### src/rtl/vga_draw_arbiter_pkg.sv
// Shared widths, screen geometry, FSM encoding and pixel payload for the VGA draw arbiter.
package vga_draw_arbiter_pkg;

  localparam int unsigned X_W      = 8;
  localparam int unsigned Y_W      = 7;
  localparam int unsigned COLOR_W  = 3;
  localparam int unsigned SCREEN_W = 160;
  localparam int unsigned SCREEN_H = 120;
  localparam int unsigned IDX_W    = 3;

  typedef enum logic [1:0] {
    ST_IDLE      = 2'd0,
    ST_WAIT_DONE = 2'd1,
    ST_RELEASE   = 2'd2
  } state_e;

  typedef struct packed {
    logic [X_W-1:0]     x;
    logic [Y_W-1:0]     y;
    logic [COLOR_W-1:0] color;
  } pixel_t;

  // Index increment that wraps at n, which need not be a power of two.
  function automatic logic [IDX_W-1:0] wrap_inc(input logic [IDX_W-1:0] idx,
                                                input int unsigned      n);
    logic [31:0] nxt;
    nxt = 32'(idx) + 32'd1;
    return (nxt >= n) ? '0 : IDX_W'(nxt);
  endfunction

endpackage

### src/rtl/vga_draw_arbiter_rr_pick.sv
// Rotating-priority search: first set request at or above rr_ptr, wrapping modulo NUM_REQ.
module vga_draw_arbiter_rr_pick
  import vga_draw_arbiter_pkg::*;
#(
  parameter int unsigned NUM_REQ = 4
) (
  input  logic [NUM_REQ-1:0] req,
  input  logic [IDX_W-1:0]   rr_ptr,
  output logic               valid_c,
  output logic [IDX_W-1:0]   idx_c
);

  localparam int unsigned SUM_W = IDX_W + 1;

  logic [2*NUM_REQ-1:0] dbl;
  logic [NUM_REQ-1:0]   rot;
  logic [SUM_W-1:0]     sum;

  // Rotate so bit 0 is rr_ptr, then the lowest set bit wins.
  always_comb begin
    dbl     = {req, req};
    rot     = NUM_REQ'(dbl >> rr_ptr);
    valid_c = |rot;
    idx_c   = '0;
    sum     = '0;
    for (int i = NUM_REQ - 1; i >= 0; i--) begin
      if (rot[i]) begin
        sum = SUM_W'(rr_ptr) + SUM_W'(i);
        if (sum >= SUM_W'(NUM_REQ)) begin
          sum = sum - SUM_W'(NUM_REQ);
        end
        idx_c = IDX_W'(sum);
      end
    end
  end

endmodule

### src/rtl/vga_draw_arbiter.sv
// Round-robin owner of the VGA adapter pixel port: begin/done handshake per engine,
// watchdog reclaim of hung engines, and a grant-indexed pixel mux gated to WAIT_DONE.
module vga_draw_arbiter
  import vga_draw_arbiter_pkg::*;
#(
  parameter int unsigned NUM_REQ   = 4,
  parameter int unsigned TIMEOUT_W = 17
) (
  input  logic                       clk,
  input  logic                       reset,
  input  logic [NUM_REQ-1:0]         req,
  output logic [NUM_REQ-1:0]         begin_draw,
  input  logic [NUM_REQ-1:0]         done,
  input  logic [NUM_REQ*X_W-1:0]     eng_x,
  input  logic [NUM_REQ*Y_W-1:0]     eng_y,
  input  logic [NUM_REQ*COLOR_W-1:0] eng_color,
  input  logic [NUM_REQ-1:0]         eng_drawEn,
  output logic [X_W-1:0]             vga_x,
  output logic [Y_W-1:0]             vga_y,
  output logic [COLOR_W-1:0]         vga_color,
  output logic                       vga_plot,
  output logic                       busy,
  output logic [IDX_W-1:0]           grant_idx,
  output logic                       timeout_err
);

  localparam logic [TIMEOUT_W-1:0] WDOG_MAX = '1;

  state_e               state_q, state_d;
  logic [NUM_REQ-1:0]   begin_draw_q, begin_draw_d;
  logic [IDX_W-1:0]     grant_idx_q, grant_idx_d;
  logic [IDX_W-1:0]     rr_ptr_q, rr_ptr_d;
  logic [TIMEOUT_W-1:0] wdog_q, wdog_d;
  logic                 timeout_err_q, timeout_err_d;

  logic                 pick_valid;
  logic [IDX_W-1:0]     pick_idx;
  pixel_t               sel_px;
  logic                 sel_draw_en;
  logic                 sel_done;
  logic                 in_wait;
  logic                 wdog_max;

  vga_draw_arbiter_rr_pick #(
    .NUM_REQ (NUM_REQ)
  ) u_rr_pick (
    .req     (req),
    .rr_ptr  (rr_ptr_q),
    .valid_c (pick_valid),
    .idx_c   (pick_idx)
  );

  // Per-engine fields selected by the current grant.
  always_comb begin
    sel_px      = '0;
    sel_draw_en = 1'b0;
    sel_done    = 1'b0;
    for (int i = 0; i < NUM_REQ; i++) begin
      if (grant_idx_q == IDX_W'(i)) begin
        sel_px.x     = eng_x[i*X_W +: X_W];
        sel_px.y     = eng_y[i*Y_W +: Y_W];
        sel_px.color = eng_color[i*COLOR_W +: COLOR_W];
        sel_draw_en  = eng_drawEn[i];
        sel_done     = done[i];
      end
    end
  end

  assign in_wait  = (state_q == ST_WAIT_DONE);
  assign wdog_max = (wdog_q == WDOG_MAX);

  // Next-state and register updates; the watchdog bounds both WAIT_DONE and RELEASE.
  always_comb begin
    state_d       = state_q;
    begin_draw_d  = begin_draw_q;
    grant_idx_d   = grant_idx_q;
    rr_ptr_d      = rr_ptr_q;
    wdog_d        = wdog_q;
    timeout_err_d = timeout_err_q;
    unique case (state_q)
      ST_IDLE: begin
        if (pick_valid) begin
          grant_idx_d  = pick_idx;
          begin_draw_d = NUM_REQ'(1) << pick_idx;
          wdog_d       = '0;
          state_d      = ST_WAIT_DONE;
        end
      end
      ST_WAIT_DONE: begin
        if (sel_done) begin
          begin_draw_d = '0;
          wdog_d       = '0;
          state_d      = ST_RELEASE;
        end else if (wdog_max) begin
          begin_draw_d  = '0;
          timeout_err_d = 1'b1;
          wdog_d        = '0;
          state_d       = ST_RELEASE;
        end else begin
          wdog_d = wdog_q + TIMEOUT_W'(1);
        end
      end
      ST_RELEASE: begin
        if (!sel_done || wdog_max) begin
          if (wdog_max) begin
            timeout_err_d = 1'b1;
          end
          rr_ptr_d = wrap_inc(grant_idx_q, NUM_REQ);
          state_d  = ST_IDLE;
        end else begin
          wdog_d = wdog_q + TIMEOUT_W'(1);
        end
      end
      default: begin
        begin_draw_d = '0;
        state_d      = ST_IDLE;
      end
    endcase
  end

  always_ff @(posedge clk) begin
    if (reset) begin
      state_q       <= ST_IDLE;
      begin_draw_q  <= '0;
      grant_idx_q   <= '0;
      rr_ptr_q      <= '0;
      wdog_q        <= '0;
      timeout_err_q <= 1'b0;
    end else begin
      state_q       <= state_d;
      begin_draw_q  <= begin_draw_d;
      grant_idx_q   <= grant_idx_d;
      rr_ptr_q      <= rr_ptr_d;
      wdog_q        <= wdog_d;
      timeout_err_q <= timeout_err_d;
    end
  end

  // Pixels only reach the adapter while the granted engine owns the port.
  assign vga_x       = in_wait ? sel_px.x     : '0;
  assign vga_y       = in_wait ? sel_px.y     : '0;
  assign vga_color   = in_wait ? sel_px.color : '0;
  assign vga_plot    = in_wait & sel_draw_en;

  assign begin_draw  = begin_draw_q;
  assign busy        = (state_q != ST_IDLE);
  assign grant_idx   = grant_idx_q;
  assign timeout_err = timeout_err_q;

endmodule

### config.mk
export PLATFORM = sky130hd
export DESIGN_NAME = vga_draw_arbiter
export DESIGN_NICKNAME = d
export VERILOG_FILES = /design/src/rtl/vga_draw_arbiter_pkg.sv /design/src/rtl/vga_draw_arbiter_rr_pick.sv /design/src/rtl/vga_draw_arbiter.sv
export SDC_FILE = /design/constraint.sdc
export NUM_CORES = 1
export LEC_CHECK = 0
export CAP_MARGIN = 10
export CORE_MARGIN = 3
export CORE_UTILIZATION = 40
export DETAILED_ROUTE_END_ITERATION = 10
export GPL_TIMING_DRIVEN = 0
export MAX_ROUTING_LAYER = met4
export PLACE_DENSITY = 0.77
export SYNTH_ARGS = -nofsm -noshare
export SYNTH_HDL_FRONTEND = slang
export SYNTH_HIERARCHICAL = 1
export SYNTH_SLANG_ARGS = --single-unit
### constraint.sdc
create_clock -name clk -period 3.7 [get_ports clk]
set_clock_uncertainty 0.15 [all_clocks]
set_input_delay 0.74 -clock clk [delete_from_list [all_inputs] [get_ports clk]]
set_output_delay 0.74 -clock clk [all_outputs]
set_load 0.01 [all_outputs]
==> results of run 1 <==
-- where the power goes --
| group | switching, µW | leakage, µW | internal [µW] |
|---|---|---|---|
| combinational | 774 | 0.00119 | 720 |
| clock | 125 | 0.0000438 | 126 |
| sequential | 37.1 | 0.000243 | 353 |
-- metrics by stage --
step,hold slack [ps],total power [µW],cells,utilization [%]
2_1_floorplan,286,1330,369,-
4_1_cts,310,2100,565,62.3
3_3_place_gp,295,1800,558,60.9
5_1_grt,354,2280,568,63.0
3_5_place_dp,301,1830,558,60.9
6_report,313,2140,568,63.0
-- sequential cells by signal, indices dropped and copies added (netlist names) --
name	flops
wdog_q	17
begin_draw	4
grant_idx	3
rr_ptr_q	3
state_q	2
timeout_err	1
-- per-layer routing --
layer | routed length [µm] | vias to the layer above
li1 | - | 1649
met1 | 3940 | 1563
met2 | 4570 | 153
met3 | 876 | 22
met4 | 182 | 0
met5 | 0 | -
-- kinds of logic after synthesis --
family                   Yosys count
AND/OR/NAND/NOR                  146
AO/OA/AOI/OAI                    136
buffers and inverters             40
flip-flops                        30
adder cells (fa/ha/maj)           11
multiplexers                       5
other                              1
-- worst register-to-register path, cell delays in order (launching register included) --
cell	delay, ps
dfxtp_1	410
ha_1	250
nand3_1	210
or3_1	460
nor3_2	180
and3_1	200
ha_2	260
and2b_1	260
and4_1	280
o311ai_4	250
buf_4	170
o22ai_1	80
a21o_1	200
-- worst paths after layout --
kind,startpoint,endpoint
min,wdog_q[16],wdog_q[16]
min reg2reg,wdog_q[16],wdog_q[16]
max,grant_idx[2],vga_color[1]
max reg2reg,wdog_q[0],wdog_q[4]
-- layout make-up --
class / instances / area share [%]
Clock inverter: 2 / 0.243
Timing Repair Buffer: 116 / 28.0
Inverter: 15 / 1.37
Buffer: 24 / 2.98
Sequential cell: 30 / 14.6
Tap cell: 77 / 2.34
Clock buffer: 5 / 1.67
Multi-Input combinational cell: 299 / 48.8
-- layout by cell type (no fill, tap or decap), types with 4 or more instances in the layout --
master           count
clkbuf_1            11
buf_4                6
nor4_1               5
mux2i_1              5
a21oi_1             37
nor2_1              35
ha_1                 9
o22ai_1              5
o21ai_0              9
clkbuf_8             5
nand2_1             22
nand3_1             11
buf_2                5
nand2b_1             7
a211oi_1            19
nor3_1               5
nor2b_1             23
clkdlybuf4s50_1    112
o211ai_1             4
o31ai_1              4
inv_1               14
nand4_1              9
a22oi_1             20
and3_1               4
dfxtp_1             29
-- what timing repair did --
| item | in CTS | in global routing |
|---|---|---|
| pin swaps | 1 | 2 |
| gates resized for setup | 3 | 16 |
| buffers inserted | 1 | 3 |
| setup endpoints to repair | 13 | 33 |
==> flow_metrics.tcl, run 1 <==
set metrics [dict create \
    outcome "finished clean" \
    final_nets 588 \
    synth_compound_area_share_pct 35.8 \
    seq_area_um2 602 \
    gp_congestion 0.875 \
    crit_family "buffers and inverters" \
    antenna_left 0 \
    reg2regPathDepth 12 \
    io_buffers 112 \
    dp_hpwl_mm 7.20 \
    final_area_mm2 0.00411 \
    fmax_mhz 284 \
    clock_latency_ps 290 \
    dieHeight_um 89.0 \
    setup_ws_ps 177 \
    multi_input_area_mm2 0.00200 \
    cts.sinks 30 \
    max_slew_margin_pct 61.2 \
    synth_enable_flop_cells 0 \
    h-tree-depth 2 \
    setup.worst_path.end_class "output port" \
    timing_hold_violations_final 0 \
    cp_slowest_cell "clkdlybuf4s50_1" \
    synthTopCellsByCount "a21oi_1 (37), nor2_1 (35), dfxtp_1 (30)" \
    setup_tns_ps 0 \
    tightest_slew_ps 577 \
    finalCritPeriodShare_pct 95.2 \
    holdBufCountCts 0 \
    clk_pin_slew_worst_paths_ps 60 \
    place_ws_ps 8.50 \
    min_path_cells 2 \
    grt_usage_pct 23.7 \
    globalRoute.busiestLayer "met2" \
    core.rowCount 29 \
    setup.worst_path.class "reg2out" \
    wire_per_inst_um 16.8 \
    core_mm2 0.00653 \
    max_cap_violations 0 \
    synth-simple-area-share_pct 29.3 \
    r2r_slack_ps 250 \
    synthTopCellsByArea "dfxtp_1 (22%), a21oi_1 (6.7%), a22oi_1 (5.4%)" \
    synth_xor_area_share_pct 0 \
    viasPerCell 5.96 \
    crit_chain "inv_1, ha_1, clkbuf_1, clkbuf_2, a211oi_1, a21oi_1, nor2b_1, clkdlybuf4s50_1" \
    met2_usage_pct 40.3 \
    initial_utilization_pct 42.2 \
    leakagePower_uw 0.00148 \
    netlist_area_mm2 0.00276 \
    drive_gt1_share_pct 8.55 \
    synth_seq_cells 30 \
    cts_root_buf "clkbuf_8" \
    antenna_found_initial 0 \
    slew_viol_final 0 \
    fillers 606 \
    critPathBufInv 4 \
    dpl_cell_area_mm2 0.00398 \
    synth.avg_cell_area_um2 7.47 \
    cts_tree "done" \
    synth_ff_type "dfxtp_1" \
    rsz0062_at_grt "false" \
    clk_path_buf_depth 2 \
    postSynthCellCount 369 \
    syn_nets 466 \
    synth_top_area_share_pct 21.8 \
    synth_top_family_by_area "compound AO/OA/AOI/OAI gates" \
    grt_pass1_wl_mm 14.7 \
    arrival_ps 2630 \
    overflow 0 \
    setup_viol 0 \
    crit_fanout 10 \
    drt_iter0_drc 202 \
    post-synth-top-count-cell "a21oi_1" \
    yosys_warnings 6 \
    ios 114 \
    min_path_type "reg2reg" \
    firstDrtPassIters 5 \
    ir_worst_vdd_mv 0.414 \
    die-area_mm2 0.00793 \
    grt_max_degree 20 \
    crit_path_start_kind "flop" \
    cp.required_ps 2810 \
    power_density_mw_per_mm2 519 \
    worst_path_largest_cell_delay_ps 550 \
    final.min_clock_period_ps 3520 \
    vias 3387 \
    wl_mm 9.57 \
    synth.largest_area_cell "dfxtp_1" \
    drc 0 \
    grt_pass1_vias 3061 \
    muxShareOfSynthArea_pct 1.81 \
    area_growth_pct 49.1 \
    worst-path-stages 8 \
    ys_async_sr_fraction_pct 0 \
    die_x_um 89.0 \
    numCtsBuffers 5 \
    grt_util_met3_pct 4.70 \
    yosysSeqAreaShare_pct 21.8 \
    synthAdderAreaFrac_pct 4.99 \
    met1_usage_pct 28.9 \
    synthDistinctLibCells 66 \
    antenna_cells 0 \
]
Power figures use the tool's default switching activity.
==> run 2: changes to the inputs <==
--- a/config.mk
+++ b/config.mk
@@ -11,7 +11,7 @@
 export DETAILED_ROUTE_END_ITERATION = 10
 export GPL_TIMING_DRIVEN = 0
 export MAX_ROUTING_LAYER = met4
-export PLACE_DENSITY = 0.77
+export PLACE_DENSITY = 0.76
 export SYNTH_ARGS = -nofsm -noshare
 export SYNTH_HDL_FRONTEND = slang
 export SYNTH_HIERARCHICAL = 1
==> run 2 against run 1 <==
Against the previous run:
- count of clock-buffer cells in the layout up 1
- maximum frequency down 0.27%
- via count down 0.35%
- die area unchanged
- worst setup slack worse by 9.7 ps
- register-to-register slack worse by 20 ps
- critical path depth up 1
- critical endpoint is now vga_y[5]
- final area up 0.82%
- global-route usage about the same
- wire length down 0.96%
- first-iteration DRC count up 31%
- non-clock buffer count up 1
==> flow_metrics.tcl, run 2 (same netlist as run 1, synthesis figures left out) <==
set metrics [dict create \
    die_x_um 89.0 \
    leakagePower_uw 0.00153 \
    setup.worst_path.end_class "output port" \
    post-route-util_pct 63.5 \
    crit_path_start_kind "flop" \
    final_common_cell "clkdlybuf4s50_1" \
    core_mm2 0.00653 \
    grt_usage_pct 23.7 \
    place_ws_ps -23.2 \
    crit_fanout 10 \
    ios 114 \
    final.min_clock_period_ps 3530 \
    cts_tree "done" \
    initial_utilization_pct 42.2 \
    final_cell_mix "clkdlybuf4s50_1 (110), a21oi_1 (37), nor2_1 (35)" \
    core.rowCount 29 \
    firstDrtPassIters 5 \
    antenna_left 0 \
    clock_latency_ps 290 \
    setup_ws_ps 167 \
    power_density_mw_per_mm2 525 \
    setup_tns_ps 0 \
    ir_worst_vdd_mv 0.433 \
    fmax_mhz 283 \
    wl_mm 9.48 \
    gp_congestion 0.854 \
    h-tree-depth 2 \
    viasPerCell 5.92 \
    area_growth_pct 50.3 \
    cts_root_buf "clkbuf_8" \
    arrival_ps 2640 \
    setup_viol 0 \
    dieHeight_um 89.0 \
    grt_max_degree 20 \
    wire_per_inst_um 16.6 \
    cp.required_ps 2810 \
    finalCritPeriodShare_pct 95.5 \
    max_cap_violations 0 \
    final_nets 589 \
    antenna_cells 0 \
    max_slew_margin_pct 64.1 \
    io_buffers 112 \
    overflow 0 \
    outcome "finished clean" \
    regMostFlops "wdog_q" \
    drt_iter0_drc 264 \
    numCtsBuffers 5 \
    tightest_slew_ps 534 \
    clk_pin_slew_worst_paths_ps 70 \
    setup.worst_path.class "reg2out" \
    dp_hpwl_mm 7.15 \
    grt_pass1_vias 3061 \
    clk_path_buf_depth 2 \
    hold-worst-slack_ps 309 \
    drc 0 \
    drive_gt1_share_pct 8.92 \
    grt_pass1_wl_mm 14.7 \
    slew_viol_final 0 \
    min_path_type "reg2reg" \
    cts.sinks 30 \
    die-area_mm2 0.00793 \
    largest_reg_flops 17 \
    vias 3375 \
    timing_hold_violations_final 0 \
    antenna_found_initial 0 \
]
run 2: power breakdown:
part           switching [µW]  leakage (µW)  internal (µW)  total, µW
logic                     777       0.00124            726       1500
clock network             135     0.0000472            149        284
registers                36.1      0.000243            353        389
total                     948       0.00153           1230       2180
run 2: cell type report:
type                            count  area, µm²
Sequential cell                    30        601
Inverter                           15       56.3
Multi-Input combinational cell    299       2010
Buffer                             24        126
Clock inverter                      2       12.5
Clock buffer                        6       82.6
Fill cell                         576       2390
Tap cell                           77       96.3
Timing Repair Buffer              117       1160
run 2: final timing paths:
check,start,endpoint,slack [ps],depth (start not counted)
hold / removal,wdog_q[16],wdog_q[16],310,2
hold reg to reg,wdog_q[16],wdog_q[16],310,2
setup reg to reg,wdog_q[1],wdog_q[4],230,13
setup / recovery,grant_idx[0],vga_y[5],170,9
run 2: routing by layer:
| layer | up-vias | GRT usage (%) | part of all wire (%) |
|---|---|---|---|
| li1 | 1652 | - | - |
| met1 | 1560 | 29.3 | 43 |
| met2 | 144 | 40.6 | 47 |
| met3 | 19 | 3.78 | 7.7 |
| met4 | 0 | 5.28 | 1.6 |
| met5 | - | - | 0 |
run 2: through the flow:
stage / total power, µW / std cells / instance area, µm²
floorplan: 1330 / 369 / 2760
global placement: 1800 / 558 / 3980
detailed placement: 1820 / 558 / 3980
CTS: 2130 / 566 / 4090
global route: 2330 / 570 / 4150
finish: 2180 / 570 / 4150
run 2: what timing repair did:
item / 4_1_cts / 5_1_grt
hold buffers: 0 / 0
resized for setup: 4 / 18
setup endpoints to repair: 13 / 33
setup buffers: 1 / 4
pin swaps: 1 / 2
run 2: critical path, stage by stage (launching register included):
cell	delay (ps)
dfxtp_1	440
ha_2	270
nor2b_1	170
clkbuf_4	220
buf_4	190
a22oi_1	90
a211oi_2	220
a21oi_1	60
nor2b_1	130
clkdlybuf4s50_1	550
==> RTL edit, RTL diff (settings of run 1) <==
`NUM_REQ` is set to 4 in 2 places; all go to 2.
--- a/src/rtl/vga_draw_arbiter_rr_pick.sv
+++ b/src/rtl/vga_draw_arbiter_rr_pick.sv
@@ -2,7 +2,7 @@
 module vga_draw_arbiter_rr_pick
   import vga_draw_arbiter_pkg::*;
 #(
-  parameter int unsigned NUM_REQ = 4
+  parameter int unsigned NUM_REQ = 2
 ) (
   input  logic [NUM_REQ-1:0] req,
   input  logic [IDX_W-1:0]   rr_ptr,
--- a/src/rtl/vga_draw_arbiter.sv
+++ b/src/rtl/vga_draw_arbiter.sv
@@ -3,7 +3,7 @@
 module vga_draw_arbiter
   import vga_draw_arbiter_pkg::*;
 #(
-  parameter int unsigned NUM_REQ   = 4,
+  parameter int unsigned NUM_REQ   = 2,
   parameter int unsigned TIMEOUT_W = 17
 ) (
   input  logic                       clk,
Ports: changed (7 resized); port bits go from 114 to 70. No check against the original RTL was run, so the function may have changed too.
==> RTL edit against run 1 <==
- die area is 23% lower
- power is 32% lower
- final area is 29% lower
- clock power is 3% lower
- synthesized area is 25% lower
- hold slack better by 0.011 ns
- routed wire length is 39% lower
- worst setup slack better by 0.024 ns
- sequential cell count is 2 lower
- critical endpoint is now vga_x[5]
- largest cell class unchanged
==> RTL edit: results (changes against run 1) <==
metric	value	unit	change
placed_cells	401		-28%
top_register	wdog_q		
path_clk_slew	0.10	ns	+0.04 ns
global_route_wire_length_before_repair	9560	um	-35%
globalplace.congestion	0.832		-4.9%
total_number_of_vias	2205		-35%
global_route.usage.total	0.195		-0.0425
synthMuxAreaShare	0.0241		+0.00592
asyncSetResetFlopFracSynth	0		unchanged
synth_fa_ha_area_frac	0.0842		+0.0343
placedInstanceArea	2840	um^2	-28%
worstPathArrival	2.61	ns	-0.02 ns
synth_largest_type_area_fraction	0.270		+0.0518
vdd.ir_drop.worst	0.000251	V	-39%
hold_class	reg -> reg		
drtPass1Iterations	4		-1
syn_nets	324		-30%
slew_headroom	0.568		-0.0438
post_route_cells_drive_above_1_share	0.0533		-0.0323
syn-mean-instance-area	7.82	um^2	+4.6%
synth_common_cells	dfxtp_1, nand2_1, nor2b_1		
yosys.area_share.xor_xnor	0.0168		+0.0168
dpl.hpwl	4500	um	-38%
buffer_ports.inserted	68		-39%
numCtsBuffers	3		-2
grt_max_degree	17		-15%
largest_register_ff_count	17		unchanged
synth_compound_gate_area_share	0.245		-0.113
total_inserted_antenna_cells	0		unchanged
power.static_leakage	1.04	nW	-30%
first_global_vias	2028		-34%
post_cts.repair.setup_buffers	0		-1
wl	5840	um	-39%
dr.first_iter.drc_count	117		-42%
synth_cell_types	49		-26%
post_drt_via_cell_ratio	5.44		-8.7%
outcome	finished, final reports clean		
number_of_h_tree_branching_levels	1		-1
n_fill_cell	464		-23%
ys_seq_area_frac	0.270		+0.0518
place_worst_setup_slack	0.237	ns	+0.228 ns
synth.area.top_cells	dfxtp_1, ha_1, a22oi_1, nor2b_1, nand2_1		
-- RTL edit: routing by layer --
layer,share of wire,vias up,GRT usage
met1,0.46,1016,0.242
met2,0.46,63,0.327
met5,0,-,-
li1,-,1120,-
met4,0.012,0,0.0507
met3,0.070,6,0.0344
-- RTL edit: path summary, 6_finish.rpt --
check               start          to  slack [ns]  cells past startpoint
max          grant_idx[1]    vga_x[5]        0.20                      7
min            wdog_q[16]  wdog_q[16]        0.32                      2
max reg2reg     wdog_q[0]  wdog_q[14]        0.40                     11
min reg2reg    wdog_q[16]  wdog_q[16]        0.32                      2
-- RTL edit: cells by family (layout without fill, tap and decap cells) --
logic type               Yosys count  count (layout)
multiplexers                       5               5
adder cells (fa/ha/maj)           14              14
AND/OR/NAND/NOR                  117             117
buffers and inverters             25              97
XOR/XNOR                           4               4
flip-flops                        28              28
AO/OA/AOI/OAI                     73              73
-- RTL edit: layout make-up --
class	count	area, um^2	area share
clock inverters	1	30.0	0.0102
repair buffers	68	681	0.232
flip-flops and latches	28	561	0.191
plain buffers	14	70.1	0.0239
inverters	11	41.3	0.0141
clock buffers	3	41.3	0.0141
multi-input cells	213	1420	0.485
well taps	67	83.8	0.0286
-- RTL edit: what timing repair did --
action                     in CTS  in global routing
gates resized for setup         1                  7
hold buffers                    0                  0
pin swaps                       0                  0
setup endpoints to repair      10                 11
-- RTL edit: worst max-delay path, stage by stage, from the launching register on --
cell and delay (ns):
dfxtp_1 0.43, inv_1 0.10, ha_1 0.25, nor3b_4 0.40, clkbuf_2 0.31, a22oi_1 0.12
nor2b_1 0.14, clkdlybuf4s50_1 0.57
-- RTL edit: power breakdown --
part	switching (mW)	leakage, nW	internal [mW]
clock	0.0988	0.0357	0.145
sequential	0.0240	0.226	0.327
combinational	0.450	0.774	0.402
total	0.573	1.04	0.873
